## src/rtl/ebpf_bswap_pkg.sv

```systemverilog
// Shared constants, entry payload and byte-reversal helper for the eBPF
// byte-swap pipeline.
package ebpf_bswap_pkg;

  // ALU control encodings for the endian ops
  localparam logic [3:0] ALU_TO_LE = 4'hD;
  localparam logic [3:0] ALU_TO_BE = 4'hE;

  // Legal swap widths as carried on the 32-bit imm field
  localparam logic [31:0] BSW16 = 32'd16;
  localparam logic [31:0] BSW32 = 32'd32;
  localparam logic [31:0] BSW64 = 32'd64;

  // Upper bounds on the parametrised fields stored in an entry
  localparam int unsigned DATA_MAX_W = 64;
  localparam int unsigned TAG_MAX_W  = 16;
  localparam int unsigned ERRC_W     = 16;

  // One queued result: narrower configurations zero-extend into it
  typedef struct packed {
    logic [DATA_MAX_W-1:0] dst;
    logic                  err;
    logic [TAG_MAX_W-1:0]  tag;
  } bswap_entry_t;

  // Reverse the low nbytes bytes of v; bytes above nbytes come back zero
  function automatic logic [63:0] reverse_low_bytes(input logic [63:0] v,
                                                    input int unsigned nbytes);
    logic [63:0] r;
    r = '0;
    for (int unsigned b = 0; b < 8; b++) begin
      if (b < nbytes) r[8*b +: 8] = v[8*(nbytes-1-b) +: 8];
    end
    return r;
  endfunction

endpackage

```

## src/rtl/ebpf_bswap_fifo.sv

```systemverilog
// Generic DEPTH x W synchronous FIFO with count-based full/empty flags.
// Ports: clk, rst_n (async active-low), i_push/i_data write side,
//        i_pop read side, o_data head entry, o_full/o_empty registered flags.
// Pushes while full and pops while empty are ignored.
module ebpf_bswap_fifo #(
  parameter int unsigned W     = 8,
  parameter int unsigned DEPTH = 2
) (
  input  logic         clk,
  input  logic         rst_n,
  input  logic         i_push,
  input  logic [W-1:0] i_data,
  input  logic         i_pop,
  output logic [W-1:0] o_data,
  output logic         o_full,
  output logic         o_empty
);

  localparam int unsigned AW = (DEPTH > 1) ? $clog2(DEPTH) : 1;
  localparam int unsigned CW = AW + 1;

  logic [W-1:0]  r_mem [DEPTH];
  logic [AW-1:0] r_wr_ptr;
  logic [AW-1:0] r_rd_ptr;
  logic [CW-1:0] r_count;
  logic          r_full;
  logic          r_empty;

  logic          w_push;
  logic          w_pop;
  logic [CW-1:0] w_count_nxt;

  assign w_push = i_push && !r_full;
  assign w_pop  = i_pop && !r_empty;

  // Occupancy after this edge; drives both the count and the flag registers
  always_comb begin
    w_count_nxt = r_count;
    if (w_push && !w_pop)      w_count_nxt = r_count + CW'(1);
    else if (!w_push && w_pop) w_count_nxt = r_count - CW'(1);
  end

  // Storage, pointers (power-of-two DEPTH so they wrap naturally) and flags
  always_ff @(posedge clk or negedge rst_n) begin
    if (!rst_n) begin
      for (int i = 0; i < int'(DEPTH); i++) r_mem[i] <= '0;
      r_wr_ptr <= '0;
      r_rd_ptr <= '0;
      r_count  <= '0;
      r_full   <= 1'b0;
      r_empty  <= 1'b1;
    end else begin
      if (w_push) begin
        r_mem[r_wr_ptr] <= i_data;
        r_wr_ptr        <= r_wr_ptr + AW'(1);
      end
      if (w_pop) r_rd_ptr <= r_rd_ptr + AW'(1);
      r_count <= w_count_nxt;
      r_full  <= (w_count_nxt == CW'(DEPTH));
      r_empty <= (w_count_nxt == '0);
    end
  end

  assign o_data  = r_mem[r_rd_ptr];
  assign o_full  = r_full;
  assign o_empty = r_empty;

endmodule

```

## src/rtl/ebpf_byteswap_pipe.sv

```systemverilog
// Pipelined eBPF le16/32/64 and be16/32/64 unit with error decode, tag
// pass-through and a result FIFO behind a valid/ready handshake.
// Ports: clk, rst_n (async active-low)
//        in_valid/in_ready, src, imm (swap width), alu_ctrl, tag_in  - op side
//        out_valid/out_ready, dst, err, tag_out                     - result side
//        err_count - saturating count of accepted erroneous ops
module ebpf_byteswap_pipe
  import ebpf_bswap_pkg::*;
#(
  parameter int unsigned DATA_W = 64,
  parameter int unsigned TAG_W  = 5,
  parameter int unsigned DEPTH  = 2
) (
  input  logic              clk,
  input  logic              rst_n,
  input  logic              in_valid,
  output logic              in_ready,
  input  logic [DATA_W-1:0] src,
  input  logic [31:0]       imm,
  input  logic [3:0]        alu_ctrl,
  input  logic [TAG_W-1:0]  tag_in,
  output logic              out_valid,
  input  logic              out_ready,
  output logic [DATA_W-1:0] dst,
  output logic              err,
  output logic [TAG_W-1:0]  tag_out,
  output logic [15:0]       err_count
);

  localparam int unsigned ENTRY_W = $bits(bswap_entry_t);

  if (!(DATA_W == 32 || DATA_W == 64)) begin : g_bad_data_w
    $error("ebpf_byteswap_pipe: DATA_W must be 32 or 64");
  end
  if (TAG_W > TAG_MAX_W || TAG_W == 0) begin : g_bad_tag_w
    $error("ebpf_byteswap_pipe: TAG_W out of range");
  end
  if (DEPTH < 2 || (DEPTH & (DEPTH - 1)) != 0) begin : g_bad_depth
    $error("ebpf_byteswap_pipe: DEPTH must be a power of two >= 2");
  end

  logic              r_live;
  logic [ERRC_W-1:0] r_err_count;

  logic              w_full;
  logic              w_empty;
  logic              w_accept;
  logic              w_pop;
  logic [63:0]       w_src64;
  logic [63:0]       w_res64;
  logic              w_width_ok;
  logic              w_ctrl_ok;
  logic              w_err;
  bswap_entry_t      w_entry;
  bswap_entry_t      w_head;
  logic [ENTRY_W-1:0] w_head_bits;
  logic              w_unused_head;

  // Holds in_ready low through reset and until the first edge after release
  always_ff @(posedge clk or negedge rst_n) begin
    if (!rst_n) r_live <= 1'b0;
    else        r_live <= 1'b1;
  end

  assign in_ready = r_live && !w_full;
  assign w_accept = in_valid && in_ready;
  assign w_pop    = out_valid && out_ready;

  assign w_src64 = 64'(src);

  // Swap/decode: widths above DATA_W and unknown controls are exceptions
  always_comb begin
    w_res64    = '0;
    w_width_ok = 1'b0;
    w_ctrl_ok  = (alu_ctrl == ALU_TO_LE) || (alu_ctrl == ALU_TO_BE);
    case (imm)
      BSW16: begin
        w_width_ok = 1'b1;
        w_res64    = (alu_ctrl == ALU_TO_BE) ? reverse_low_bytes(w_src64, 2)
                                             : 64'(w_src64[15:0]);
      end
      BSW32: begin
        w_width_ok = 1'b1;
        w_res64    = (alu_ctrl == ALU_TO_BE) ? reverse_low_bytes(w_src64, 4)
                                             : 64'(w_src64[31:0]);
      end
      BSW64: begin
        w_width_ok = (DATA_W == 64);
        w_res64    = (alu_ctrl == ALU_TO_BE) ? reverse_low_bytes(w_src64, 8)
                                             : w_src64;
      end
      default: w_width_ok = 1'b0;
    endcase
    w_err = !(w_width_ok && w_ctrl_ok);
  end

  always_comb begin
    w_entry     = '0;
    w_entry.dst = w_err ? '0 : w_res64;
    w_entry.err = w_err;
    w_entry.tag = TAG_MAX_W'(tag_in);
  end

  // Saturating error counter on accepted ops
  always_ff @(posedge clk or negedge rst_n) begin
    if (!rst_n) begin
      r_err_count <= '0;
    end else if (w_accept && w_err && (r_err_count != {ERRC_W{1'b1}})) begin
      r_err_count <= r_err_count + ERRC_W'(1);
    end
  end

  ebpf_bswap_fifo #(
    .W     (ENTRY_W),
    .DEPTH (DEPTH)
  ) u_fifo (
    .clk     (clk),
    .rst_n   (rst_n),
    .i_push  (w_accept),
    .i_data  (w_entry),
    .i_pop   (w_pop),
    .o_data  (w_head_bits),
    .o_full  (w_full),
    .o_empty (w_empty)
  );

  assign w_head = bswap_entry_t'(w_head_bits);

  // Zero-extension padding in the entry is never read back
  assign w_unused_head = ^w_head_bits;

  assign out_valid = !w_empty;
  assign dst       = w_head.dst[DATA_W-1:0];
  assign err       = w_head.err;
  assign tag_out   = w_head.tag[TAG_W-1:0];
  assign err_count = r_err_count;

endmodule

```

## config.mk

```make
export PLATFORM = sky130hd
export DESIGN_NAME = ebpf_byteswap_pipe
export DESIGN_NICKNAME = d
export VERILOG_FILES = /design/src/rtl/ebpf_bswap_pkg.sv /design/src/rtl/ebpf_bswap_fifo.sv /design/src/rtl/ebpf_byteswap_pipe.sv
export SDC_FILE = /design/constraint.sdc
export NUM_CORES = 1
export LEC_CHECK = 0
export ABC_AREA = 0
export CAP_MARGIN = 30
export CORE_UTILIZATION = 27
export DETAILED_ROUTE_END_ITERATION = 10
export PLACE_DENSITY = 0.44
export SLEW_MARGIN = 40
export SYNTH_ARGS = -nofsm -noshare
export SYNTH_HDL_FRONTEND = slang
export SYNTH_HIERARCHICAL = 1
export SYNTH_SLANG_ARGS = --single-unit
```

## constraint.sdc

```tcl
create_clock -name clk -period 2.4 [get_ports clk]
set_input_delay 0.24 -clock clk [delete_from_list [all_inputs] [get_ports clk]]
set_output_delay 0.24 -clock clk [all_outputs]
set_load 0.02 [all_outputs]
```

==> flow_metrics.py, run 1 <==
metrics = {
    "die": {
        "fp.dieH_um": 182,
        "io_pins": 197,
        "initial_utilization_pct": 27.6,
        "core.rowCount": 65,
        "dieArea_um2": 33100,
        "die-width_um": 182,
        "core_region_area_um2": 31700,
    },
    "clock_tree": {
        "h_tree_levels": 4,
        "cts_made_buffers": 17,
        "root_buffer": "sky130_fd_sc_hd__clkbuf_16",
        "clkLatencyLatePin_ps": 430,
        "clock_tree_from_tritoncts": "yes",
        "ctsLongestPathBuffers": 2,
        "path_clk_slew_ps": 70,
        "post_cts_setup_repair_bufs": 0,
        "numClockSinks": 163,
    },
    "sta": {
        "max_slew.worst_pin.slew_ps": 588,
        "report.final.setup_viol": 0,
        "hold_viol_final": 0,
        "count_of_final_max_slew_check_failures": 0,
        "skew_ps": 12.4,
        "finalWorstSetupSlack_ps": 66.2,
        "fin_worst_hold_slack_ps": 339,
        "min_period_over_period_pct": 97.2,
        "worst_slew_margin_rel_pct": 60.8,
        "grt_setup_unrepaired": "no",
        "period_minus_ws_final_ps": 2330,
        "fmax_mhz": 428,
    },
    "worst_setup_path": {
        "worstReg2RegStart": "err_count[0]$_DFFE_PN0P_",
        "critPathRequiredTime_ps": 2160,
        "standard_cell_with_the_maximum_stage_delay_on_the_critical_path": "sky130_fd_sc_hd__clkdlybuf4s50_1",
        "critical_path.max_fanout": 24,
        "path_buf_inv": 2,
        "worst_path_largest_cell_delay_ps": 550,
        "timing.critical_path.cells": "buf_12, mux2_2, clkdlybuf4s50_1",
        "worst_ep_arrival_time_ps": 2090,
        "cp-startpoint": "u_fifo/r_rd_ptr$_DFFE_PN0P_",
        "crit_path_start_kind": "register",
        "path_delay_family": "buffers and inverters",
        "endpoint_type_of_the_worst_setup_path": "output port",
        "path_class": "register to output port",
    },
    "finish": {
        "flow.area_growth_from_synthesis_pct": 36.1,
        "drive_above_1_share_pct": 29.7,
        "nets_final": 1072,
        "layout.cells.non_filler": 1376,
        "antennaDiodeCount": 0,
    },
    "yosys": {
        "syn_inst": 767,
        "syn_area_cell_um2": 11.4,
        "synth.net_count": 877,
        "netlist_area_um2": 8750,
        "yosys_warnings": 6,
    },
    "pwr": {
        "power.ir.vdd_worst_uv": 361,
        "p_leak_nw": 5.36,
        "pwr_density_cell_nw_per_um2": 676,
    },
    "global_routing": {
        "grt-ovfl-total": 0,
        "grt_first_pass_wirelength_mm": 42.9,
        "antenna_found_initial": 2,
        "global_route.usage.total_pct": 17.3,
        "first_global_vias": 6761,
        "grt_start_max_net_pins": 65,
    },
    "placement": {
        "gp_weighted_congestion": 0.798,
        "placed_cells_incl_taps": 1343,
        "io_buf_count": 196,
        "dpl.hpwl_mm": 20.8,
        "pre_cts_slack_ps": -156,
    },
    "detailed_routing": {
        "firstDrtPassIters": 5,
        "ant_nets": 0,
        "drt_first_iter_violations": 418,
        "post-route-drc-count": 0,
        "finalWirelength_mm": 28.5,
        "post_drt_via_cell_ratio": 4.90,
        "routed-via-count": 6742,
        "wire_length_per_cell_um": 20.7,
    },
    "flow_run": {
        "cap_viol_max_count": 0,
    },
    "outcome": {
        "result_of_the_run": "completed",
    },
    "hold_path": {
        "worst_hold_path_type": "input port to asynchronous set/reset pin",
    },
}
[sequential cells by signal, indices dropped and copies added, names as in the netlist]
name,flops
u_fifo/o_full,1
u_fifo/o_empty,1
err_count,16
u_fifo/r_rd_ptr,1
u_fifo/r_count,2
u_fifo/r_mem,140
u_fifo/r_wr_ptr,1
r_live,1
[stage by stage]
stage	power, W	setup TNS [ps]	util (%)	instance area (um^2)
after global routing	0.00844	0	37.6	11900
after global placement	0.00532	-3320	35.6	11300
after detailed placement	0.00532	-3570	35.6	11300
after floorplan	0.00442	0	-	8750
after CTS	0.00813	0	37.5	11900
final	0.00806	0	37.6	11900
[power by group]
part / total [W] / leakage, nW / internal (W) / switching (W)
Sequential: 0.00314 / 2.22 / 0.00294 / 0.000202
Clock: 0.00275 / 0.281 / 0.00154 / 0.00120
Combinational: 0.00217 / 2.86 / 0.00109 / 0.00108
[layer usage]
layer / vias up / GRT usage (%) / share of wire, %
met2: 188 / 26.5 / 46
li1: 3176 / - / -
met5: - / 0 / 0
met4: 0 / 4.94 / 1.6
met3: 26 / 3.23 / 4.4
met1: 3352 / 24.7 / 48
[placed cells by master, fill, tap and decap left out, types with 13 or more instances in the layout]
cell type / instances
sky130_fd_sc_hd__clkdlybuf4s50_1: 179
sky130_fd_sc_hd__buf_4: 21
sky130_fd_sc_hd__dlygate4sd2_1: 15
sky130_fd_sc_hd__nor2_1: 24
sky130_fd_sc_hd__buf_12: 14
sky130_fd_sc_hd__dfrtp_1: 161
sky130_fd_sc_hd__nand4_1: 13
sky130_fd_sc_hd__a21oi_1: 33
sky130_fd_sc_hd__a22oi_1: 19
sky130_fd_sc_hd__a22o_1: 16
sky130_fd_sc_hd__mux2_2: 203
sky130_fd_sc_hd__clkbuf_16: 18
sky130_fd_sc_hd__nand2_1: 75
sky130_fd_sc_hd__a31oi_1: 13
sky130_fd_sc_hd__o21ai_0: 55
sky130_fd_sc_hd__nor4_1: 13
[cell type report]
type | instances | area [um^2]
Fill cell | 3105 | 19800
Multi-Input combinational cell | 540 | 4280
Sequential cell | 163 | 4080
Timing Repair Buffer | 234 | 2450
Tap cell | 402 | 503
Clock buffer | 17 | 425
Clock inverter | 14 | 151
Inverter | 6 | 22.5
[path summary, 6_finish.rpt]
| kind | endpoint | slack, ps | depth (start not counted) |
|---|---|---|---|
| max | dst[5] | 70 | 3 |
| min | u_fifo/r_count[1]$_DFF_PN0_ | 340 | 2 |
| max reg2reg | err_count[14]$_DFFE_PN0P_ | 420 | 6 |
| min reg2reg | u_fifo/r_mem[128]$_DFFE_PN0P_ | 490 | 1 |
| max in group asynchronous | u_fifo/r_mem[148]$_DFFE_PN0P_ | 1350 | 3 |
| min in group clk | u_fifo/r_mem[85]$_DFFE_PN0P_ | 450 | 2 |
[what timing repair did]
item,4_1_cts,5_1_grt
setup endpoints to repair,19,24
hold endpoints to repair,52,0
gates resized for setup,16,1
hold buffers,1,0
cloned,0,1
Note: power is estimated with default switching activity, not from simulation.
==> run 2: changes to the inputs <==
CORE_UTILIZATION = 52   (was 27)
PLACE_DENSITY = 0.78   (was 0.44)
==> flow_metrics.py, run 2 (same netlist as run 1, synthesis figures left out) <==
metrics = {
    "outcome": {
        "result_of_the_run": "completed",
    },
    "finish": {
        "largest_reg_flops": 140,
        "finish.instance_area_um2": 11700,
        "top_reg_by_flops": "u_fifo/r_mem",
        "drive_above_1_share_pct": 29.5,
        "layout_common_cells": "sky130_fd_sc_hd__mux2_2, sky130_fd_sc_hd__clkdlybuf4s50_1, sky130_fd_sc_hd__dfrtp_1",
        "finalCoreUtilization_pct": 70.6,
        "flow.area_growth_from_synthesis_pct": 33.3,
        "nets_final": 1070,
        "leading_cell_type_in_the_layout_fill_and_taps_excluded": "sky130_fd_sc_hd__mux2_2",
        "antennaDiodeCount": 0,
    },
    "placement": {
        "dpl.hpwl_mm": 17.1,
        "io_buf_count": 196,
        "dpl_cell_area_um2": 11000,
        "pre_cts_slack_ps": -147,
        "gp_weighted_congestion": 0.861,
    },
    "flow_run": {
        "cap_viol_max_count": 0,
    },
    "detailed_routing": {
        "post-route-drc-count": 0,
        "firstDrtPassIters": 6,
        "post_drt_via_cell_ratio": 5.88,
        "routed-via-count": 7011,
        "drt_first_iter_violations": 671,
        "finalWirelength_mm": 23.9,
        "wire_length_per_cell_um": 20.0,
        "ant_nets": 0,
    },
    "worst_setup_path": {
        "endpoint_type_of_the_worst_setup_path": "output port",
        "critical_path.max_fanout": 21,
        "critPathRequiredTime_ps": 2160,
        "worst_ep_arrival_time_ps": 2120,
        "path_class": "register to output port",
        "crit_path_start_kind": "register",
    },
    "sta": {
        "period_minus_ws_final_ps": 2360,
        "grt_setup_unrepaired": "no",
        "setup-tns-final_ps": 0,
        "report.final.setup_viol": 0,
        "max_slew.worst_pin.slew_ps": 509,
        "worst_slew_margin_rel_pct": 66.1,
        "finalWorstSetupSlack_ps": 42.4,
        "min_period_over_period_pct": 98.2,
        "fmax_mhz": 424,
        "hold_viol_final": 0,
        "fin_worst_hold_slack_ps": 318,
        "count_of_final_max_slew_check_failures": 0,
        "skew_ps": 7.21,
    },
    "die": {
        "initial_utilization_pct": 52.9,
        "dieArea_um2": 17300,
        "die-width_um": 132,
        "core.rowCount": 47,
        "fp.dieH_um": 132,
        "io_pins": 197,
        "core_region_area_um2": 16500,
    },
    "pwr": {
        "pwr_density_cell_nw_per_um2": 683,
        "p_leak_nw": 5.36,
        "power.ir.vdd_worst_uv": 520,
    },
    "clock_tree": {
        "clock_tree_from_tritoncts": "yes",
        "clkLatencyLatePin_ps": 430,
        "numClockSinks": 163,
        "root_buffer": "sky130_fd_sc_hd__clkbuf_16",
        "cts_made_buffers": 17,
        "ctsLongestPathBuffers": 2,
        "h_tree_levels": 4,
        "path_clk_slew_ps": 60,
    },
    "global_routing": {
        "global_route.usage.total_pct": 28.6,
        "antenna_found_initial": 0,
        "grt-ovfl-total": 0,
        "grt_first_pass_wirelength_mm": 38.6,
        "grt_start_max_net_pins": 65,
        "first_global_vias": 6923,
    },
    "hold_path": {
        "worst_hold_path_type": "input port to asynchronous set/reset pin",
    },
}
## run 2: changes by cell type in the layout (fill, tap and decap cells not counted), moves of 3 or more
cell                              delta
sky130_fd_sc_hd__dlymetal6s2s_1      +6
sky130_fd_sc_hd__inv_6               -3
sky130_fd_sc_hd__clkinvlp_4          +4
sky130_fd_sc_hd__clkinv_2            -3
sky130_fd_sc_hd__clkdlybuf4s50_1     +9
sky130_fd_sc_hd__dlygate4sd2_1      -15
sky130_fd_sc_hd__clkbuf_8            +3
## run 2: power breakdown
part | internal [W] | total, W | switching, W | leakage [nW]
clock | 0.00153 | 0.00269 | 0.00117 | 0.270
sequential | 0.00294 | 0.00316 | 0.000224 | 2.22
combinational | 0.00110 | 0.00210 | 0.00101 | 2.88
## run 2: worst max-delay path, stage by stage (launching register included)
cell                              delay (ps)
sky130_fd_sc_hd__dfrtp_4                 550
sky130_fd_sc_hd__buf_12                  210
sky130_fd_sc_hd__mux2_2                  370
sky130_fd_sc_hd__clkdlybuf4s50_1         540
## run 2: final cells by class
type	count	area (um^2)
tap	220	275
fill	1229	4860
timing repair buffer	232	2420
inverter	6	22.5
multi-input combinational	540	4270
clock buffer	20	467
clock inverter	12	121
sequential	163	4080
## run 2: repair_timing
action,CTS,global route
hold buffers,1,0
setup endpoints to repair,57,19
buffers inserted,4,0
endpoints found under the hold margin,47,0
gates resized for setup,0,8
## run 2: worst paths after layout
| check | start | end | slack, ps | depth (start not counted) |
|---|---|---|---|---|
| max in group asynchronous | rst_n | u_fifo/r_mem[26]$_DFFE_PN0P_ | 1300 | 3 |
| max reg2reg | err_count[0]$_DFFE_PN0P_ | err_count[1]$_DFFE_PN0P_ | 350 | 6 |
| min reg2reg | err_count[15]$_DFFE_PN0P_ | err_count[15]$_DFFE_PN0P_ | 480 | 1 |
| min | rst_n | u_fifo/r_mem[144]$_DFFE_PN0P_ | 320 | 2 |
| max | u_fifo/r_rd_ptr$_DFFE_PN0P_ | tag_out[4] | 40 | 3 |
| min in group clk | tag_in[0] | u_fifo/r_mem[0]$_DFFE_PN0P_ | 450 | 2 |
## run 2: routing by layer
metal | GRT usage, % | part of all wire [%]
met5 | 0 | 0
met4 | 9.56 | 2.1
met3 | 6.40 | 8.0
met2 | 42.5 | 46
met1 | 41.4 | 44
## run 2: stage by stage
step / std cells / total power (W)
global placement: 1156 / 0.00521
CTS: 1193 / 0.00800
detailed placement: 1156 / 0.00524
finish: 1193 / 0.00796
floorplan: 767 / 0.00442
global route: 1193 / 0.00829
